`src/rtl/ram_req_ctrl_pkg.sv`:
```
// Shared types for the RAM request controller: FSM state encoding and the
// latched request record. The record widths match the controller defaults.
package ram_req_ctrl_pkg;

   localparam int REQ_WORD_W = 4;
   localparam int REQ_ADDR_W = 4;

   typedef enum logic [1:0] {
      IDLE     = 2'd0,
      ISSUE    = 2'd1,
      WAIT_ACK = 2'd2,
      RESP     = 2'd3
   } state_e;

   typedef struct packed {
      logic                  we;
      logic [REQ_ADDR_W-1:0] addr;
      logic [REQ_WORD_W-1:0] wdata;
   } req_t;

endpackage

```
`src/rtl/ram_req_ctrl_ack_timer.sv`:
```
// Ack watchdog: loaded with TIMEOUT when a strobe is issued, counts down
// while waiting for the RAM ack, saturates at zero. expired_o marks the
// last cycle in which an ack can still be accepted.
module ack_timer #(
   parameter int TIMEOUT = 8
) (
   input  logic clk_i,
   input  logic arstn_i,
   input  logic load_i,
   input  logic dec_i,
   output logic expired_o
);

   localparam int CNT_W = $clog2(TIMEOUT + 1);

   logic [CNT_W-1:0] count_q;
   logic [CNT_W-1:0] count_d;

   // Next count: load has priority, decrement never wraps below zero.
   always_comb begin
      count_d = count_q;
      if (load_i) begin
         count_d = CNT_W'(TIMEOUT);
      end else if (dec_i && (count_q != {CNT_W{1'b0}})) begin
         count_d = count_q - CNT_W'(1);
      end else begin
         count_d = count_q;
      end
   end

   // Counter register, cleared by reset.
   always_ff @(posedge clk_i or negedge arstn_i) begin
      if (!arstn_i) begin
         count_q <= {CNT_W{1'b0}};
      end else begin
         count_q <= count_d;
      end
   end

   // A count of one means this wait cycle is the final one.
   assign expired_o = (count_q <= CNT_W'(1));

endmodule

```
`src/rtl/ram_req_ctrl.sv`:
```
// Single-outstanding request controller in front of the RAM: accepts a
// request, fires a one-cycle wr/rd strobe, waits for the matching ack (or
// a timeout) and returns a registered response.
module ram_req_ctrl
   import ram_req_ctrl_pkg::*;
#(
   parameter int WORD_WIDTH = REQ_WORD_W,
   parameter int ADDR_WIDTH = REQ_ADDR_W,
   parameter int TIMEOUT    = 8
) (
   input  logic                  clk_i,
   input  logic                  arstn_i,
   input  logic                  req_valid_i,
   output logic                  req_ready_o,
   input  logic                  req_we_i,
   input  logic [ADDR_WIDTH-1:0] req_addr_i,
   input  logic [WORD_WIDTH-1:0] req_wdata_i,
   output logic                  rsp_valid_o,
   input  logic                  rsp_ready_i,
   output logic                  rsp_we_o,
   output logic [WORD_WIDTH-1:0] rsp_rdata_o,
   output logic                  rsp_err_o,
   output logic                  ram_wr_o,
   output logic [ADDR_WIDTH-1:0] ram_wr_addr_o,
   output logic [WORD_WIDTH-1:0] ram_wr_data_o,
   input  logic                  ram_ack_wr_i,
   output logic                  ram_rd_o,
   output logic [ADDR_WIDTH-1:0] ram_rd_addr_o,
   input  logic [WORD_WIDTH-1:0] ram_rd_data_i,
   input  logic                  ram_ack_rd_i
);

   state_e                state_q,     state_d;
   req_t                  req_q,       req_d;
   logic                  ready_q,     ready_d;
   logic                  wr_q,        wr_d;
   logic                  rd_q,        rd_d;
   logic                  rsp_valid_q, rsp_valid_d;
   logic                  rsp_we_q,    rsp_we_d;
   logic [WORD_WIDTH-1:0] rsp_rdata_q, rsp_rdata_d;
   logic                  rsp_err_q,   rsp_err_d;

   logic timer_load_s;
   logic timer_dec_s;
   logic timer_expired_s;

   ack_timer #(
      .TIMEOUT (TIMEOUT)
   ) u_ack_timer (
      .clk_i     (clk_i),
      .arstn_i   (arstn_i),
      .load_i    (timer_load_s),
      .dec_i     (timer_dec_s),
      .expired_o (timer_expired_s)
   );

   // Next-state, latched request, strobe and response computation.
   always_comb begin
      state_d      = state_q;
      req_d        = req_q;
      wr_d         = 1'b0;
      rd_d         = 1'b0;
      rsp_we_d     = rsp_we_q;
      rsp_rdata_d  = rsp_rdata_q;
      rsp_err_d    = rsp_err_q;
      timer_load_s = 1'b0;
      timer_dec_s  = 1'b0;

      case (state_q)
         IDLE: begin
            if (req_valid_i && ready_q) begin
               // Strobe flop is set now so it is high during ISSUE.
               req_d.we    = req_we_i;
               req_d.addr  = req_addr_i;
               req_d.wdata = req_wdata_i;
               wr_d        = req_we_i;
               rd_d        = ~req_we_i;
               state_d     = ISSUE;
            end else begin
               state_d = IDLE;
            end
         end
         ISSUE: begin
            timer_load_s = 1'b1;
            state_d      = WAIT_ACK;
         end
         WAIT_ACK: begin
            timer_dec_s = 1'b1;
            // Matching ack is tested before expiry so a last-cycle ack wins.
            if (req_q.we && ram_ack_wr_i) begin
               rsp_we_d    = 1'b1;
               rsp_rdata_d = {WORD_WIDTH{1'b0}};
               rsp_err_d   = 1'b0;
               state_d     = RESP;
            end else if (!req_q.we && ram_ack_rd_i) begin
               rsp_we_d    = 1'b0;
               rsp_rdata_d = ram_rd_data_i;
               rsp_err_d   = 1'b0;
               state_d     = RESP;
            end else if (timer_expired_s) begin
               rsp_we_d    = req_q.we;
               rsp_rdata_d = {WORD_WIDTH{1'b0}};
               rsp_err_d   = 1'b1;
               state_d     = RESP;
            end else begin
               state_d = WAIT_ACK;
            end
         end
         RESP: begin
            if (rsp_ready_i) begin
               rsp_we_d    = 1'b0;
               rsp_rdata_d = {WORD_WIDTH{1'b0}};
               rsp_err_d   = 1'b0;
               state_d     = IDLE;
            end else begin
               state_d = RESP;
            end
         end
         default: begin
            state_d = IDLE;
         end
      endcase

      ready_d     = (state_d == IDLE);
      rsp_valid_d = (state_d == RESP);
   end

   // State and output registers; ready comes out of reset already high.
   always_ff @(posedge clk_i or negedge arstn_i) begin
      if (!arstn_i) begin
         state_q     <= IDLE;
         req_q       <= '{we: 1'b0, addr: {REQ_ADDR_W{1'b0}}, wdata: {REQ_WORD_W{1'b0}}};
         ready_q     <= 1'b1;
         wr_q        <= 1'b0;
         rd_q        <= 1'b0;
         rsp_valid_q <= 1'b0;
         rsp_we_q    <= 1'b0;
         rsp_rdata_q <= {WORD_WIDTH{1'b0}};
         rsp_err_q   <= 1'b0;
      end else begin
         state_q     <= state_d;
         req_q       <= req_d;
         ready_q     <= ready_d;
         wr_q        <= wr_d;
         rd_q        <= rd_d;
         rsp_valid_q <= rsp_valid_d;
         rsp_we_q    <= rsp_we_d;
         rsp_rdata_q <= rsp_rdata_d;
         rsp_err_q   <= rsp_err_d;
      end
   end

   assign req_ready_o   = ready_q;
   assign rsp_valid_o   = rsp_valid_q;
   assign rsp_we_o      = rsp_we_q;
   assign rsp_rdata_o   = rsp_rdata_q;
   assign rsp_err_o     = rsp_err_q;
   assign ram_wr_o      = wr_q;
   assign ram_rd_o      = rd_q;
   assign ram_wr_addr_o = req_q.addr;
   assign ram_rd_addr_o = req_q.addr;
   assign ram_wr_data_o = req_q.wdata;

endmodule

```
`config.mk`:
```
export PLATFORM = sky130hd
export DESIGN_NAME = ram_req_ctrl
export DESIGN_NICKNAME = d
export VERILOG_FILES = /design/src/rtl/ram_req_ctrl_pkg.sv /design/src/rtl/ram_req_ctrl_ack_timer.sv /design/src/rtl/ram_req_ctrl.sv
export SDC_FILE = /design/constraint.sdc
export NUM_CORES = 1
export LEC_CHECK = 0
export ABC_CLOCK_PERIOD_IN_PS = 1300
export CAP_MARGIN = 10
export CORE_MARGIN = 3
export CORE_UTILIZATION = 40
export CTS_CLUSTER_DIAMETER = 80
export DETAILED_ROUTE_END_ITERATION = 10
export PLACE_DENSITY = 0.74
export REMOVE_ABC_BUFFERS = 1
export SLEW_MARGIN = 20
export SYNTH_ARGS = -nofsm -noshare
export SYNTH_HDL_FRONTEND = slang
export SYNTH_SLANG_ARGS = --single-unit
```
`constraint.sdc`:
```
create_clock -name clk_i -period 1.3 [get_ports clk_i]
set_input_delay 0.195 -clock clk_i [delete_from_list [all_inputs] [get_ports clk_i]]
set_output_delay 0.195 -clock clk_i [all_outputs]
set_load 0.03 [all_outputs]
```
==> results of run 1 <==
[sequential cells by signal (all words and copies together) (netlist names)]
signal,count
rsp_err_o,1
rsp_we_o,1
req_ready_o,1
u_ack_timer.count_q,4
state_q,2
ram_wr_data_o,4
ram_rd_o,1
rsp_rdata_o,4
req_q,1
ram_wr_o,1
ram_rd_addr_o,4
rsp_valid_o,1
[cell type report]
type / instances / area [um2]
inverters: 4 / 15.01
fillers: 212 / 923.4
repair buffers: 65 / 585.6
multi-input cells: 65 / 613.1
flip-flops and latches: 25 / 626.9
well taps: 31 / 38.79
clock buffers: 4 / 26.28
[cell usage after synthesis]
library cell	n
o21ai_0	7
ha_1	3
inv_1	4
o22ai_1	2
and2_2	1
nor3_1	4
nor4_1	2
mux2_2	10
or2_1	1
and2_1	1
a21oi_1	2
dfstp_2	1
nand3_1	4
dfrtp_1	24
o21a_1	1
and2b_2	1
nand2b_1	1
clkbuf_1	1
o211ai_1	2
buf_2	2
mux2i_1	1
o41ai_1	1
nor2_1	5
o211a_1	1
nand4b_1	4
o31ai_1	1
buf_4	14
nand2_1	7
nor3_4	1
a22oi_1	1
nor3b_1	1
[power breakdown]
group          switching, uW  internal (uW)  total [uW]
clock                    217            120         337
combinational           1680           1470        3150
sequential               261           1130        1390
[repair_timing]
item | CTS | global route
pin swaps | 4 | 4
setup endpoints to repair | 41 | 35
buffers inserted | 3 | 2
resized for setup | 73 | 28
[final timing paths]
path,startpoint,to
setup / recovery,u_ack_timer.count_q[0]$_DFFE_PN0P_,state_q[0]$_DFF_PN0_
hold / removal,arstn_i,u_ack_timer.count_q[3]$_DFFE_PN0P_
setup reg to reg,u_ack_timer.count_q[0]$_DFFE_PN0P_,state_q[0]$_DFF_PN0_
hold reg to reg,rsp_rdata_o[1]$_DFFE_PN0P_,rsp_rdata_o[1]$_DFFE_PN0P_
max in group asynchronous,arstn_i,req_ready_o$_DFF_PN1_
min in group clk_i,ram_rd_data_i[0],rsp_rdata_o[0]$_DFFE_PN0P_
[logic make-up after synthesis]
family	synth area share (%)
buffers and inverters	10.92
adder cells (fa/ha/maj)	3.062
AO/OA/AOI/OAI	9.286
multiplexers	10.00
AND/OR/NAND/NOR	15.61
flip-flops	51.12
[worst max-delay path, stage by stage, from the launching register on]
cell and delay [ns]:
dfrtp_1 0.43, buf_6 0.13, ha_4 0.15, nor2_4 0.11
o31ai_4 0.09, o211a_1 0.24, or2_1 0.21
[per-layer routing]
| metal | track usage [%] | vias to the layer above | wire length [um] |
|---|---|---|---|
| met3 | 4.822 | 10 | 206 |
| met2 | 29.76 | 38 | 1506 |
| li1 | - | 478 | - |
| met1 | 21.35 | 459 | 1230 |
| met5 | 0 | - | 0 |
| met4 | 7.273 | 0 | 100 |
[per-stage QoR]
step | utilization (%) | total power, uW | setup TNS, ns | cell area, um2 | hold WS, ns
floorplan | - | 2814 | -3.143 | 1107 | -0.1006
global placement | 61.03 | 4025 | -3.973 | 1727 | 0.4947
detailed placement | 61.03 | 4095 | -4.538 | 1727 | 0.4981
CTS | 67.01 | 4755 | -2.276 | 1896 | 0.2219
global route | 67.36 | 5205 | -3.294 | 1906 | 0.2026
finish | 67.36 | 4881 | -2.044 | 1906 | 0.2164
==> results by group, run 1 <==
Timing
  – Rel. slew slack: 79.60%
  – Final Max Tran Viols: 0
  – Final setup viols: 21
  – Min Tclk post-route: 1.466 ns
  – Final Worst Setup Slack: -0.1664 ns
  – Slew @ Worst Pin: 0.3072 ns
  – Skew final: 0.003033 ns
  – Hold Fails Final Rpt: 0
  – RSZ-0062 raised after global routing: true
  – Fin crit share: 112.8%
  – Peak Freq: 681.9 MHz

Route
  – DRT Wirelength: 3044 um
  – Avg WL per Cell: 15.69 um
  – Antenna-violating nets left: 0
  – Vias: 985
  – # DRC: 0
  – DR iter-0 viols: 28
  – DRT Pass-1 Iters: 3
  – Via density per instance: 5.077

Clock network
  – Clock transition at path regs: 0.13 ns
  – CTS Buf Count: 3
  – CTS tree: yes
  – Worst-skew pair later-pin latency: 0.31 ns
  – Bufs on Longest Clock Path: 2
  – # H-tree levels: 1
  – Cts hold-fix bufs: 0
  – Sink Count: 25
  – Root buf cell: clkbuf_4

Run status
  – Violated checks: negative setup slack
  – Outcome: finished, violations left

Synth
  – Sequential cell area fraction in the yosys report: 51.12%
  – Synth Area per Inst: 11.05 um2
  – Mapped cell area: 0.001226 mm2
  – Area leader, netlist: dfrtp_1
  – Cell variety after synth: 31
  – Share of the synthesized area in the top cell type: 48.98%
  – Top area cells in the synthesized netlist: dfrtp_1 49%, mux2_2 9.2%, buf_4 8.6%
  – Cells after Synth: 111
  – YS warnings: 0
  – FF+latch count, synth: 25

Pwr
  – Pwr dens: 2562 mW/mm2
  – Max VDD drop: 1350 uV
  – LEAKAGE: 0.0008654 uW

Worst setup path
  – Setup CP Type: reg -> reg
  – Worst path arrival time: 1.68 ns
  – Worst setup EP type: flip-flop
  – Reg2reg path depth: 6
  – CP required: 1.51 ns
  – Worst-path fanout max: 3
  – Critical Path Start Type: flip-flop
  – R2R Setup Slk: -0.17 ns

Floorplanning
  – Initial Util: 43.34%
  – Die H: 61.37 um
  – Horiz. Die Dim: 61.37 um
  – Die Area: 0.003766 mm2
  – Site row count: 19
  – Core area: 0.002829 mm2
  – I/O Pins: 41

Place
  – Pre-CTS setup slack: -0.2834 ns
  – PortBufs: 40
  – Routability Congestion: 0.7289
  – Post-detail-place hpwl: 2089 um
  – Placed insts: 186

Global routing
  – Largest net degree at the start of global routing: 26
  – Initial antenna violation count: 0
  – Vias in the first global route: 1,055
  – All-Layer GR Usage: 17.66%
  – Grt ovf: 0
  – First-pass GRT wire length: 4816 um

Finish
  – Most common cell after layout, fill and taps aside: dfrtp_1
  – Layout area overhead: 55.41%
  – Layout Cells excl Fill: 194
  – Layout Nets: 186
  – Most frequent cells in the layout: 24 x dfrtp_1, 18 x clkdlybuf4s50_1, 18 x buf_4
  – # diodes: 0
  – Share of cells above drive strength 1: 44.17%

Job
  – Max Cap Viol: 0

Hold path
  – HP Class: in -> async
(Power assumes the default switching activity.)
==> inputs of run 2 (changes only) <==
PLACE_DENSITY = 0.71   (was 0.74)
TNS_END_PERCENT = 20   (was default)
==> run 2 against run 1 <==
Compared with the run above:
- the run still ends with negative setup slack left
- sequential power hardly changed
- combinational power is 8.3% lower
- sequential share of layout area is 1.5 points higher
- first-iteration DRC count is 46% higher
- via count is 5.6% higher
- final area is 4.4% lower
- total power is 4.9% lower
- clock power is 6.5% higher
- register-to-register slack hardly changed
- critical path type unchanged
- critical endpoint unchanged
==> results by group, run 2 (synthesis gave the netlist of run 1 again) <==
Run status
  – Outcome: finished, violations left
  – Violated checks: negative setup slack

Finish
  – # diodes: 0 (unchanged)
  – Design area: 0.001822 mm2 (-4.4%)
  – Share of cells above drive strength 1: 42.33% (-1.8 points)
  – Layout area overhead: 48.57%
  – Most frequent cells in the layout: 24 x buf_4, 24 x dfrtp_1, 18 x clkdlybuf4s50_1
  – Layout Nets: 186 (unchanged)

Floorplanning
  – I/O Pins: 41 (unchanged)
  – Site row count: 19 (unchanged)
  – Die H: 61.37 um (unchanged)
  – Core area: 0.002829 mm2 (unchanged)
  – Die Area: 0.003766 mm2 (unchanged)
  – Horiz. Die Dim: 61.37 um (unchanged)
  – Initial Util: 43.34% (unchanged)

Worst setup path
  – FF-to-FF End: state_q[0]$_DFF_PN0_
  – Critical path, cell by cell: buf_6, ha_4, nor2_4, o31ai_4, o211a_1, or2_1
  – Worst setup EP type: flip-flop
  – Largest stage delay, worst path: 0.43 ns (about the same)
  – Worst path arrival time: 1.70 ns (+0.02 ns)
  – Critical Path Start Type: flip-flop
  – RR Startpoint: u_ack_timer.count_q[0]$_DFFE_PN0P_
  – Reg2reg path depth: 6 (unchanged)
  – R2R Setup Slk: -0.18 ns (about the same)
  – Worst-path fanout max: 3 (unchanged)
  – Worst path slowest cell: dfrtp_1
  – CP required: 1.52 ns (about the same)
  – Setup CP Type: reg -> reg

Global routing
  – All-Layer GR Usage: 17.44% (-0.22 points)
  – Largest net degree at the start of global routing: 14 (-46%)
  – Grt ovf: 0 (unchanged)
  – Initial antenna violation count: 0 (unchanged)
  – Vias in the first global route: 1,091 (+3.4%)
  – First-pass GRT wire length: 4857 um (+0.85%)

Clock network
  – Clock transition at path regs: 0.14 ns (about the same)
  – CTS Buf Count: 3 (unchanged)
  – CTS tree: yes
  – Root buf cell: clkbuf_4
  – Bufs on Longest Clock Path: 2 (unchanged)
  – Sink Count: 25 (unchanged)
  – Worst-skew pair later-pin latency: 0.32 ns (about the same)
  – # H-tree levels: 1 (unchanged)

Route
  – Antenna-violating nets left: 0 (unchanged)
  – Via density per instance: 5.361 (+5.6%)
  – # DRC: 0 (unchanged)
  – DR iter-0 viols: 41 (+46%)
  – Vias: 1,040 (+5.6%)
  – DRT Pass-1 Iters: 4 (+1)
  – DRT Wirelength: 2847 um (-6.5%)
  – Avg WL per Cell: 14.68 um (-6.5%)

Timing
  – RSZ-0062 raised after global routing: true
  – Min Tclk post-route: 1.476 ns (+0.009283 ns)
  – Slew @ Worst Pin: 0.3339 ns (+0.02668 ns)
  – Peak Freq: 677.7 MHz (-0.63%)
  – Final setup viols: 21 (unchanged)
  – Final Max Tran Viols: 0 (unchanged)
  – Fin crit share: 113.5% (+0.71 points)
  – Final Worst Setup Slack: -0.1757 ns (-0.009283 ns)
  – Hold Fails Final Rpt: 0 (unchanged)
  – Skew final: 0.005824 ns (+0.002791 ns)
  – Rel. slew slack: 77.45% (-2.1 points)

Pwr
  – Max VDD drop: 1153 uV (-15%)
  – LEAKAGE: 0.0008400 uW (-2.9%)
  – Pwr dens: 2549 mW/mm2 (-0.51%)

Job
  – Max Cap Viol: 0 (unchanged)

Place
  – Routability Congestion: 0.7975 (+9.4%)
  – PortBufs: 40 (unchanged)
  – Post-detail-place hpwl: 2181 um (+4.4%)
  – Pre-CTS setup slack: -0.2524 ns (+0.03101 ns)
  – Area after DPL: 0.001737 mm2 (+0.58%)

Hold path
  – HP Class: in -> async
-- run 2: changes by cell type in the layout (fill, tap and decap cells not counted), sizes merged --
cell / before / now
buf: 26 / 28
dlygate4sd2: 3 / 2
clkbuf: 14 / 13
-- run 2: cell type report --
class                           count  area, um2
Fill cell                         240       1007
Sequential cell                    25      626.9
Multi-Input combinational cell     65      563.0
Timing Repair Buffer               65      551.8
Tap cell                           31      38.79
Clock buffer                        4      26.28
Inverter                            4      15.01
-- run 2: worst max-delay path by stage --
stage / from / endpoint / cells past startpoint
floorplan: req_ready_o$_DFF_PN1_ / ram_rd_addr_o[0]$_DFFE_PN0P_ / 3
global placement: req_valid_i / ram_rd_addr_o[3]$_DFFE_PN0P_ / 5
detailed placement: u_ack_timer.count_q[1]$_DFFE_PN0P_ / rsp_rdata_o[1]$_DFFE_PN0P_ / 6
CTS: u_ack_timer.count_q[0]$_DFFE_PN0P_ / state_q[0]$_DFF_PN0_ / 6
global route: u_ack_timer.count_q[0]$_DFFE_PN0P_ / state_q[0]$_DFF_PN0_ / 6
finish: u_ack_timer.count_q[0]$_DFFE_PN0P_ / state_q[0]$_DFF_PN0_ / 6
-- run 2: worst max-delay path: cells and delay by family, from the launching register on --
kind / cells / cell delay, ns
flops: 1 / 0.43
simple gates: 2 / 0.33
compound gates: 2 / 0.34
fa+ha+maj: 1 / 0.16
buf+inv: 1 / 0.13
-- run 2: timing repair --
action | in CTS | in global routing
buffers inserted | 0 | 1
hold buffers | 0 | 0
endpoints found under the setup margin | 41 | 34
resized for setup | 60 | 27
pin swaps | 0 | 5
-- run 2: power by group --
part           switching [uW]  total [uW]  internal (uW)
logic                    1550        2890           1350
clock network             239         359            120
registers                 259        1390           1130
-- run 2: per-stage QoR --
step | setup TNS (ns) | utilization [%] | power [uW] | cells | hold WS (ns)
after floorplan | -3.143 | - | 2814 | 94 | -0.1006
after global placement | -3.505 | 61.39 | 4082 | 189 | 0.4726
after detailed placement | -4.232 | 61.39 | 4158 | 189 | 0.4653
after CTS | -2.188 | 64.44 | 4545 | 193 | 0.1019
after global routing | -3.529 | 64.40 | 4986 | 194 | 0.08896
final | -1.914 | 64.40 | 4643 | 194 | 0.09835
-- run 2: metal layers --
layer | global-route usage (%) | wire, um | up-vias
met5 | 0 | 0 | -
met4 | 7.879 | 44 | 0
met3 | 4.612 | 216 | 4
met2 | 29.31 | 1390 | 38
met1 | 20.95 | 1196 | 513
li1 | - | - | 485
